**src/rtl/fmul_pkg.sv**
```systemverilog
// Shared constants and types for the fmul pipeline, its issue controller and benches.
package fmul_pkg;

  localparam int FMUL_LATENCY = 5;
  localparam int FP_W         = 32;

  typedef enum logic [1:0] {
    IDLE = 2'd0,
    WAIT = 2'd1,
    DONE = 2'd2
  } fmul_state_e;

  typedef struct packed {
    logic [FP_W-1:0] a;
    logic [FP_W-1:0] b;
  } op_pair_t;

endpackage

```
**src/rtl/op_skid_buf.sv**
```systemverilog
// One-entry operand-pair buffer with valid/ready on both sides.
module op_skid_buf
  import fmul_pkg::*;
(
  input  logic     clk,
  input  logic     reset_n,
  input  logic     s_valid_i,
  output logic     s_ready_o,
  input  op_pair_t s_data_i,
  output logic     m_valid_o,
  input  logic     m_ready_i,
  output op_pair_t m_data_o
);

  logic     full_q, full_d;
  op_pair_t data_q, data_d;

  assign s_ready_o = ~full_q;
  assign m_valid_o = full_q;
  assign m_data_o  = data_q;

  // Next-state: a push in the same cycle as a pop leaves the entry occupied.
  always_comb begin
    full_d = full_q;
    data_d = data_q;
    if (m_valid_o && m_ready_i) begin
      full_d = 1'b0;
    end else begin
      full_d = full_q;
    end
    if (s_valid_i && s_ready_o) begin
      full_d = 1'b1;
      data_d = s_data_i;
    end else begin
      data_d = data_q;
    end
  end

  // Entry storage.
  always_ff @(posedge clk or negedge reset_n) begin
    if (!reset_n) begin
      full_q <= 1'b0;
      data_q <= '0;
    end else begin
      full_q <= full_d;
      data_q <= data_d;
    end
  end

endmodule

```
**src/rtl/fmul_issue_ctrl.sv**
```systemverilog
// Issue/collect controller for the 5-stage fmul: holds operands stable for the
// whole multiply, captures the product and returns it over valid/ready.
module fmul_issue_ctrl
  import fmul_pkg::*;
#(
  parameter int LATENCY = FMUL_LATENCY,
  parameter int CNT_W   = 3
) (
  input  logic            clk,
  input  logic            reset_n,
  input  logic            in_valid,
  output logic            in_ready,
  input  logic [FP_W-1:0] in_a,
  input  logic [FP_W-1:0] in_b,
  output logic [FP_W-1:0] fm_a,
  output logic [FP_W-1:0] fm_b,
  input  logic [FP_W-1:0] fm_s,
  output logic            out_valid,
  input  logic            out_ready,
  output logic [FP_W-1:0] out_s,
  output logic            busy
);

  fmul_state_e     state_q, state_d;
  logic [CNT_W-1:0] cnt_q, cnt_d;
  logic [FP_W-1:0] fm_a_q, fm_a_d;
  logic [FP_W-1:0] fm_b_q, fm_b_d;
  logic [FP_W-1:0] out_s_q, out_s_d;
  logic            out_valid_q, out_valid_d;

  logic     skid_full_s;
  logic     skid_ready_s;
  logic     skid_push_s;
  logic     skid_pop_s;
  op_pair_t skid_data_s;
  op_pair_t in_pair_s;
  logic     in_xfer_s;
  logic     out_xfer_s;
  logic     load_s;
  logic     direct_s;

  assign in_ready   = skid_ready_s;
  assign in_xfer_s  = in_valid & skid_ready_s;
  assign out_xfer_s = out_valid_q & out_ready;
  assign in_pair_s  = '{a: in_a, b: in_b};

  // A load takes the buffered pair first; otherwise the incoming pair bypasses the buffer.
  assign direct_s    = load_s & ~skid_full_s;
  assign skid_pop_s  = load_s & skid_full_s;
  assign skid_push_s = in_valid & ~direct_s;

  op_skid_buf u_skid (
    .clk       (clk),
    .reset_n   (reset_n),
    .s_valid_i (skid_push_s),
    .s_ready_o (skid_ready_s),
    .s_data_i  (in_pair_s),
    .m_valid_o (skid_full_s),
    .m_ready_i (skid_pop_s),
    .m_data_o  (skid_data_s)
  );

  // FSM next-state, latency counter, operand and result registers.
  always_comb begin
    state_d     = state_q;
    cnt_d       = cnt_q;
    fm_a_d      = fm_a_q;
    fm_b_d      = fm_b_q;
    out_s_d     = out_s_q;
    out_valid_d = out_valid_q;
    load_s      = 1'b0;
    case (state_q)
      IDLE: begin
        if (skid_full_s || in_xfer_s) begin
          load_s  = 1'b1;
          cnt_d   = '0;
          state_d = WAIT;
        end else begin
          state_d = IDLE;
        end
      end
      WAIT: begin
        // fmul re-samples the sign bits in its last stage, so nothing moves until capture.
        if (cnt_q == CNT_W'(LATENCY)) begin
          out_s_d     = fm_s;
          out_valid_d = 1'b1;
          state_d     = DONE;
        end else begin
          cnt_d = cnt_q + CNT_W'(1);
        end
      end
      DONE: begin
        if (out_xfer_s) begin
          out_valid_d = 1'b0;
          if (skid_full_s || in_xfer_s) begin
            load_s  = 1'b1;
            cnt_d   = '0;
            state_d = WAIT;
          end else begin
            state_d = IDLE;
          end
        end else begin
          state_d = DONE;
        end
      end
      default: begin
        state_d     = IDLE;
        cnt_d       = '0;
        out_valid_d = 1'b0;
      end
    endcase
    if (load_s) begin
      fm_a_d = skid_full_s ? skid_data_s.a : in_a;
      fm_b_d = skid_full_s ? skid_data_s.b : in_b;
    end else begin
      fm_a_d = fm_a_q;
      fm_b_d = fm_b_q;
    end
  end

  // State and datapath registers.
  always_ff @(posedge clk or negedge reset_n) begin
    if (!reset_n) begin
      state_q     <= IDLE;
      cnt_q       <= '0;
      fm_a_q      <= '0;
      fm_b_q      <= '0;
      out_s_q     <= '0;
      out_valid_q <= 1'b0;
    end else begin
      state_q     <= state_d;
      cnt_q       <= cnt_d;
      fm_a_q      <= fm_a_d;
      fm_b_q      <= fm_b_d;
      out_s_q     <= out_s_d;
      out_valid_q <= out_valid_d;
    end
  end

  assign fm_a      = fm_a_q;
  assign fm_b      = fm_b_q;
  assign out_s     = out_s_q;
  assign out_valid = out_valid_q;
  assign busy      = (state_q != IDLE) | skid_full_s;

endmodule
```
**config.mk**
```make
export PLATFORM = sky130hd
export DESIGN_NAME = fmul_issue_ctrl
export DESIGN_NICKNAME = d
export VERILOG_FILES = /design/src/rtl/fmul_pkg.sv /design/src/rtl/op_skid_buf.sv /design/src/rtl/fmul_issue_ctrl.sv
export SDC_FILE = /design/constraint.sdc
export NUM_CORES = 1
export LEC_CHECK = 0
export BUFFER_PORTS_ARGS = -buffer_cell sky130_fd_sc_hd__buf_4
export CORE_MARGIN = 3
export CORE_UTILIZATION = 46
export CTS_BUF_LIST = sky130_fd_sc_hd__clkbuf_8 sky130_fd_sc_hd__clkbuf_16
export CTS_CLUSTER_SIZE = 30
export DETAILED_ROUTE_END_ITERATION = 7
export PLACE_DENSITY = 0.73
export SLEW_MARGIN = 20
export SYNTH_ARGS = -nofsm -noshare
export SYNTH_HDL_FRONTEND = slang
export SYNTH_HIERARCHICAL = 1
export SYNTH_SLANG_ARGS = --single-unit
```
**constraint.sdc**
```tcl
create_clock -name clk -period 1.8 [get_ports clk]
set_input_delay 0.18 -clock clk [delete_from_list [all_inputs] [get_ports clk]]
set_output_delay 0.18 -clock clk [all_outputs]
set_load 0.005 [all_outputs]
```
* Word level (Yosys, flattened, before mapping)
Cells that the tools add are included.
** Word-level totals
- Output and inout bits :: 99
- Register bits after elaboration :: 167
- Word-level logic and storage cells :: 52
** Operators by class
- Bitwise gates (word level) :: 9
- Equal/unequal tests :: 6
- $add $sub $neg :: 1
- Reductions and logical operators :: 9
- Mux-type cells :: 18
** Operators by type and width (number)
- $mux W32 :: 2
- $mux W3 :: 3
- $pmux W3 S3 :: 1
- $mux W1 :: 7
- $ne A2 B2 Y1 const B :: 3
- $pmux W2 S3 :: 1
- $and A1 B1 Y1 :: 5
- $mux W2 :: 2
- $reduce_and A2 Y1 :: 2
- $reduce_bool A2 Y1 :: 2
- $add A3 B1 Y3 const B :: 1
- $eq A3 B3 Y1 const B :: 1
- $not A1 Y1 :: 3
- $pmux W1 S3 :: 1
- $reduce_and A3 Y1 :: 1
- $eq A2 B1 Y1 const B :: 1
- $eq A2 B2 Y1 const B :: 1
- $logic_and A1 B1 Y1 :: 2
- $logic_not A2 Y1 :: 1
- $pmux W1 S2 :: 1
- $logic_or A1 B1 Y1 :: 1
- $or A1 B1 Y1 :: 1

* Depth between registers and ports, before layout
Gate-level depths: netlist (run 1).
- Depth in word-level cells :: 11
- Depth in mapped cells :: 8

* Modules after synthesis
Netlist (run 1), hierarchy kept.
** Modules (own cells, without submodules)
- fmul_issue_ctrl :: area each 5238.8 um^2, times used 1, cells an instance 410
- op_skid_buf :: area each 2683.8 um^2, times used 1, cells an instance 139

* Worst setup path before layout (run 1)
Ideal clock, no wire load.
- Path kind :: register -> register
- Start :: register out_valid_q, in the netlist out_valid
- End :: register u_skid.data_q, in the netlist u_skid/m_data_o[10]
- Buffers on the path :: 4
- Stages on the path, launching flop included :: 9
- Clock period less this slack :: 1.952 ns
- Data required time :: 1.675 ns
- Slack :: -0.152 ns
- Data arrival time :: 1.827 ns
- Library setup time :: 0.125 ns
- Cell sequence :: dfrtp_1 -> a21boi_4 -> buf_4 -> buf_2 -> o31a_1 -> nor2b_4 -> buf_12 -> buf_12 -> mux2_4
** Between the ends
- Cells in the longest elaborated chain, start to end :: 7
** Ends and longest elaborated chain
- from (decl) :: RTL line fmul_issue_ctrl.sv:29 : logic out_valid_q, out_valid_d;
- from (signal assigned) :: RTL line fmul_issue_ctrl.sv:136 : out_valid_q <= out_valid_d;
- $and A1 B1 Y1 :: RTL line fmul_issue_ctrl.sv:44 : assign out_xfer_s = out_valid_q & out_ready;
- $mux W1 :: RTL line fmul_issue_ctrl.sv:93 : if (out_xfer_s) begin
- $pmux W1 S2 :: RTL line fmul_issue_ctrl.sv:72 : case (state_q)
- $and A1 B1 Y1 :: RTL line fmul_issue_ctrl.sv:48 : assign direct_s = load_s & ~skid_full_s;
- $not A1 Y1 :: RTL line fmul_issue_ctrl.sv:50 : assign skid_push_s = in_valid & ~direct_s;
- $and A1 B1 Y1 :: RTL line fmul_issue_ctrl.sv:50
- via skid_push_s :: RTL line fmul_issue_ctrl.sv:33 : logic skid_push_s;
- $logic_and A1 B1 Y1 :: RTL line op_skid_buf.sv:31 : if (s_valid_i && s_ready_o) begin
- to (signal assigned) :: RTL line op_skid_buf.sv:46 : data_q <= data_d;
- to (decl) :: RTL line op_skid_buf.sv:16 : op_pair_t data_q, data_d;
The timed path passes the listed nets, and every way through them passes these cells.
A chain may end at the register's enable or synchronous reset.

* Worst setup path after layout (run 1)
- Start :: register u_skid.full_q, in the netlist u_skid/m_valid_o
- End :: register u_skid.data_q, in the netlist u_skid/m_data_o[52]
** Between the ends
- Cells in the longest elaborated chain, start to end :: 10
** Ends and longest elaborated chain
- from (decl) :: RTL line op_skid_buf.sv:15 : logic full_q, full_d;
- from (signal assigned) :: RTL line op_skid_buf.sv:45 : full_q <= full_d;
- $not A1 Y1 :: RTL line op_skid_buf.sv:18, fmul_issue_ctrl.sv:48
- $and A1 B1 Y1 :: RTL line fmul_issue_ctrl.sv:43 : assign in_xfer_s = in_valid & skid_ready_s;
- $logic_or A1 B1 Y1 :: RTL line fmul_issue_ctrl.sv:74, fmul_issue_ctrl.sv:95
- $mux W1 :: RTL line fmul_issue_ctrl.sv:74, fmul_issue_ctrl.sv:95
- $mux W1 :: RTL line fmul_issue_ctrl.sv:93
- $pmux W1 S2 :: RTL line fmul_issue_ctrl.sv:72
- $and A1 B1 Y1 (*) :: RTL line fmul_issue_ctrl.sv:48
- $not A1 Y1 (*) :: RTL line fmul_issue_ctrl.sv:50
- $and A1 B1 Y1 (*) :: RTL line fmul_issue_ctrl.sv:50
- via skid_push_s :: RTL line fmul_issue_ctrl.sv:33
- $logic_and A1 B1 Y1 (*) :: RTL line op_skid_buf.sv:31
The timed path passes the listed nets; every way through them passes the cells marked *.

==> summary.txt, run 1 <==
Peak supply drop = 0.00110 V
failing checks = negative setup slack
CTS tree = built
Comb power frac = 49.0%
type of origin of the critical path = register
clock sink total = 167
outcome = complete, but fails checks
post-synthesis cell area = 0.00792 sq mm
Worst Path Required = 2.10 ns
CP max FO = 8
Synth cell types = 32
Detail Route Antenna Nets = 0
router iterations before antenna repair = 5
Antenna Cells = 0
via-per-instance ratio = 5.92
multiplexer area fraction after synthesis = 16.0%
Hold Path Class = in -> reg
main combinational cell family by area after synthesis = compound AO/OA/AOI/OAI gates
Sum Neg Setup Slack = -0.0622 ns
WL/cell = 22.2 um
Hold Path Origin = fm_s[6]
Reg clk slew, reported paths = 0.06 ns
final wirelength = 23600 um
Die ar. = 0.0188 sq mm
Placed Cells = 931
DRC = 0
Compound-Gate Fraction of Synth Area = 24.5%
Yosys top cell area share = 52.7%
RR Startpoint = u_skid/m_valid_o$_DFFE_PN0P_
FMAX = 0.551 GHz
Final #Nets = 931
Mapped Cells = 549
Syn Area/Cell = 14.4 sq um
post-synthesis adder-cell area fraction = 0.316%
GR Util met1 = 30.0%
top cells by area, synth = dfrtp_1, mux2_4, o32a_1
Core Region = 0.0167 sq mm
crit path time final = 1.81 ns
Fin. Hold Viols = 0
P_sw = 7.04 mW
Ports = 199
H-tree depth = 4
Final Max Tran Viols = 0
Starting DRT DRC Count = 304
Pleak = 4.99 nW
GRT Residual Overflow = 0
Worst slew margin = 67.2%
initial core utilization = 47.4%
M2 GR Usage = 42.1%
Layout fillers = 1187
Port-buffer cells = 198
Util after Layout = 67.3%
clock share of power = 16.7%
xor and xnor area share after synthesis = 0%
Syn Nets = 651
area leader, netlist = dfrtp_1
Max Root-Sink Buffers = 2
Final Wtd Congestion = 0.729
RSZ-0062 raised after global routing = true
Seq/Total Area, Yosys = 52.7%
Non-Filler Instances = 1061
chip height = 137 um
Pwr Density = 1870 mW/mm^2
global-route wire length before repair = 35800 um
simple logic cell fraction of the synthesized area = 1.23%
register share of total power = 34.4%
Root Driver = clkbuf_16
vias in the first global route = 6757
#FFs+latches synth = 167
area grow syn2layout = 41.8%
Max Clock Skew = 0.0131 ns
PnR worst setup slack = -0.0132 ns
crit path DAT = 2.12 ns
share of post-route cells with drive strength above 1 = 46.8%
die width = 137 um
Max Cap Violations = 0
Synthesis Warnings = 6
Final Cycle Share = 101%
CP startpoint = u_skid/m_valid_o$_DFFE_PN0P_
initial antenna violation count = 0
Num CTS Buffers = 17
Switching Share = 33.6%
largest net degree at the start of global routing = 53
FFs w/ async S/R, synth = 100%
M3 GR Usage = 5.81%
Setup CP Type = reg -> reg
Setup violations, final = 10
top_reg_cell synth = dfrtp_1
later-pin clock latency in the skew report = 0.43 ns
dpl hpwl = 13900 um
DR vias = 6285
grt peak-use layer = met2
Rows = 47
All-Layer GR Usage = 24.2%
number of synthesized flops with an enable pin = 0
Worst Tran Pin Value = 0.493 ns
Worst Setup End Kind = register
Internal = 13.9 mW
flip-flops by register name, summed over array words and instances (netlist names):
signal            count
fm_a                 32
out_s                32
out_valid             1
state_q               2
u_skid/m_data_o      64
cnt_q                 3
u_skid/m_valid_o      1
fm_b                 32
cells in the mapped netlist (all sizes together) (2+ instances only):
library cell / count
mux2: 96
nor2b: 3
dfrtp: 167
o221a: 65
o21ai: 2
o21bai: 65
a21oi: 3
nand2: 5
o32a: 64
nand3b: 2
ha: 2
inv: 4
buf: 42
clkbuf: 18
routing by layer:
layer	part of all wire (%)	vias to the layer above
li1	-	2746
met2	52	218
met3	5.9	34
met1	41	3287
met5	0	-
met4	1.8	0
final cells by class:
| type | count | area, sq um | share of cell area, % |
|---|---|---|---|
| sequential | 167 | 4180 | 37.2 |
| multi-input combinational | 318 | 3340 | 29.7 |
| clock buffer | 18 | 439 | 3.91 |
| inverter | 4 | 15.0 | 0.134 |
| timing repair buffer | 321 | 2870 | 25.5 |
| tap | 220 | 275 | 2.45 |
| clock inverter | 13 | 119 | 1.06 |
through the flow:
stage	area, sq um	hold WS [ns]	setup WS [ns]	total power, mW
finish	11200	0.0162	-0.0132	21.0
global route	11200	0.00535	-0.0483	22.1
CTS	11100	0.00148	0.00388	20.7
detailed placement	9630	0.147	0.0812	16.9
global placement	9630	0.139	0.100	16.3
floorplan	7940	-0.116	-0.0578	13.2
critical path, stage by stage, from the launching register on:
cell and delay [ns]:
dfrtp_2 0.45, or2_4 0.25, o31a_1 0.25, nor2b_4 0.15
buf_6 0.13, clkbuf_16 0.17, mux2_4 0.29
power by group through the flow:
stage               Combinational, mW  Sequential [mW]  Clock (mW)
finish                           10.3             7.20        3.49
global route                     11.0             7.43        3.70
CTS                              9.97             7.14        3.55
detailed placement               9.74             7.13           0
global placement                 9.27             7.01           0
floorplan                        6.24             6.92           0
path summary, 6_finish.rpt:
path	end	slack, ns	cells past startpoint
worst max-delay path	u_skid/m_data_o[52]$_DFFE_PN0P_	-0.01	6
worst min-delay path	out_s[6]$_DFFE_PN0N_	0.02	2
worst max register to register	u_skid/m_data_o[52]$_DFFE_PN0P_	-0.01	6
worst min register to register	out_s[17]$_DFFE_PN0N_	0.51	1
max in group asynchronous	out_s[10]$_DFFE_PN0N_	0.80	3
min in group asynchronous	u_skid/m_data_o[62]$_DFFE_PN0P_	0.26	2
cells in the final DEF, fill, tap and decap left out, types with 2 or more instances in the layout:
cell / instances
o32a_1: 64
mux2_2: 47
nand3b_1: 2
bufinv_16: 2
clkinvlp_4: 4
o21ai_0: 2
clkinv_2: 2
clkbuf_16: 20
buf_4: 210
nand2_1: 4
o221a_2: 31
o221a_1: 34
dlygate4sd3_1: 90
mux2_4: 49
buf_6: 5
dfrtp_2: 2
dfrtp_1: 165
ha_1: 2
o21bai_1: 65
buf_12: 13
a21oi_1: 3
nor2b_1: 2
inv_1: 8
logic make-up (layout without fill, tap and decap cells):
group                    Yosys count  after routing
buffers and inverters             64            356
AO/OA/AOI/OAI                    205            205
adder cells (fa/ha/maj)            2              2
multiplexers                      96             96
AND/OR/NAND/NOR                   15             15
flip-flops                       167            167
timing repair:
item	in CTS	in global routing
buffers inserted	0	6
gates resized for setup	4	7
cloned	0	4
hold buffers	90	0
pin swaps	0	2
endpoints found under the setup margin	1	2
hold endpoints to repair	133	0
Note: power is estimated with default switching activity, not from simulation.
==> inputs of run 2 (changes only) <==
Settings changed: REMOVE_ABC_BUFFERS set to 1, SLEW_MARGIN 20 to not set.
==> summary.txt, run 2 (synthesis results as in run 1) <==
outcome = complete, but fails checks
failing checks = negative setup slack
via-per-instance ratio = 5.94
internal reg-to-reg setup slack = -0.03 ns
Ports = 199
Hold Path Class = in -> reg
crit-path leading delay family = simple AND/OR/NAND/NOR gates
final hold slack = 0.0224 ns
share of post-route cells with drive strength above 1 = 47.5%
CP Depth = 6
crit path time final = 1.83 ns
Sum Neg Setup Slack = -0.977 ns
crit path DAT = 2.14 ns
Switching Share = 33.2%
Detail Route Antenna Nets = 0
Worst Path Required = 2.10 ns
Peak supply drop = 0.00111 V
Setup violations, final = 49
CP Capture Point = u_skid/m_data_o[21]$_DFFE_PN0P_
Max Root-Sink Buffers = 2
Worst R2R Path Depth = 6
Rows = 47
Largest register FFs = 64
Final Max Tran Viols = 0
Pwr Density = 1890 mW/mm^2
die width = 137 um
RSZ-0062 raised after global routing = true
Setup CP Type = reg -> reg
Max Cap Violations = 0
Final Wtd Congestion = 0.749
GRT Residual Overflow = 0
WL/cell = 22.1 um
RR Startpoint = state_q[0]$_DFFE_PN0P_
clock share of power = 18.8%
P_sw = 7.21 mW
Comb power frac = 48.0%
Fin. Hold Viols = 0
register share of total power = 33.1%
H-tree depth = 4
total power = 21.7 mW
Die ar. = 0.0188 sq mm
chip height = 137 um
Root Driver = clkbuf_16
largest net degree at the start of global routing = 65
commonest cells after routing, fill and taps aside = buf_4, dfrtp_1, dlygate4sd3_1, o21bai_1, o32a_1
Final #Nets = 939
initial antenna violation count = 0
dpl hpwl = 13900 um
Port-buffer cells = 198
clock sink total = 167
final wirelength = 23700 um
Worst slew margin = 58.9%
most common cell after layout, fill and taps aside = buf_4
critical path's largest stage delay = 0.41 ns
later-pin clock latency in the skew report = 0.43 ns
DR vias = 6360
vias in the first global route = 6824
All-Layer GR Usage = 24.9%
Worst Setup End Kind = register
Final Cycle Share = 102%
global-route wire length before repair = 36700 um
Critical Path, Cell by Cell = or2_4 > o31a_1 > nor2b_4 > buf_12 > buf_16 > mux2_4
initial core utilization = 47.4%
Core Region = 0.0167 sq mm
Worst Tran Pin Value = 0.617 ns
Num CTS Buffers = 17
CP startpoint = state_q[0]$_DFFE_PN0P_
DRC = 0
PnR worst setup slack = -0.0336 ns
type of origin of the critical path = register
CP Buf/Inv Count = 2
r2r endpoint = u_skid/m_data_o[21]$_DFFE_PN0P_
router iterations before antenna repair = 4
CTS tree = built
Max Clock Skew = 0.0149 ns
Pleak = 5.08 nW
CP max FO = 10
Reg clk slew, reported paths = 0.06 ns
Starting DRT DRC Count = 316
CP max stage cell = dfrtp_2
area grow syn2layout = 45.0%
FMAX = 0.545 GHz
Internal = 14.5 mW
==> run 2: power by group through the flow <==
stage	clock network (mW)	logic (mW)	registers, mW
6_report	4.09	10.4	7.20
5_1_grt	4.31	11.2	7.42
4_1_cts	4.16	10.4	7.14
3_5_place_dp	0	9.85	7.13
3_3_place_gp	0	9.39	7.02
2_1_floorplan	0	5.46	7.19
==> run 2: metal layers <==
| layer | share of wire, % | global-route usage (%) | wire [um] | up-vias |
|---|---|---|---|---|
| met3 | 4.8 | 4.20 | 1140 | 33 |
| li1 | - | - | - | 2784 |
| met5 | 0 | 0 | 0 | - |
| met1 | 41 | 32.1 | 9650 | 3315 |
| met4 | 2.0 | 9.20 | 485 | 0 |
| met2 | 52 | 42.2 | 12400 | 228 |
==> run 2: worst min path at each step <==
stage	to	slack, ns	depth (start not counted)	from
2_1_floorplan	cnt_q[0]$_DFFE_PN0P_	-0.12	0	reset_n
3_3_place_gp	out_s[14]$_DFFE_PN0N_	0.21	1	reset_n
3_5_place_dp	out_s[14]$_DFFE_PN0N_	0.22	1	reset_n
4_1_cts	u_skid/m_data_o[20]$_DFFE_PN0P_	0.002	2	in_b[20]
5_1_grt	u_skid/m_data_o[15]$_DFFE_PN0P_	0.008	2	in_b[15]
6_report	u_skid/m_data_o[20]$_DFFE_PN0P_	0.02	2	in_b[20]
==> run 2: layout make-up <==
class                   count  area, sq um
flip-flops and latches    167         4180
repair buffers            329         3010
fillers                  1146         5210
multi-input cells         318         3340
well taps                 220          275
clock buffers              18          439
diodes                      1         2.50
clock inverters            14          218
inverters                   4         15.0
==> run 2: repair_timing <==
| item | 4_1_cts | 5_1_grt |
|---|---|---|
| pin swaps | 1 | 0 |
| buffers inserted | 5 | 1 |
| cloned | 3 | 1 |
| hold buffers | 94 | 0 |
| endpoints found under the hold margin | 153 | 0 |
| gates resized for setup | 12 | 1 |
| setup endpoints to repair | 49 | 71 |
==> run 2: per-stage QoR <==
step / instance area [sq um] / util [%] / instances / worst slack, ns
floorplan: 7520 / - / 489 / -2.46
global placement: 9710 / 58.1 / 935 / 0.00725
detailed placement: 9710 / 58.1 / 935 / -0.0391
CTS: 11500 / 68.7 / 1069 / -0.0156
global route: 11500 / 68.8 / 1070 / -0.0559
finish: 11500 / 68.8 / 1071 / -0.0336
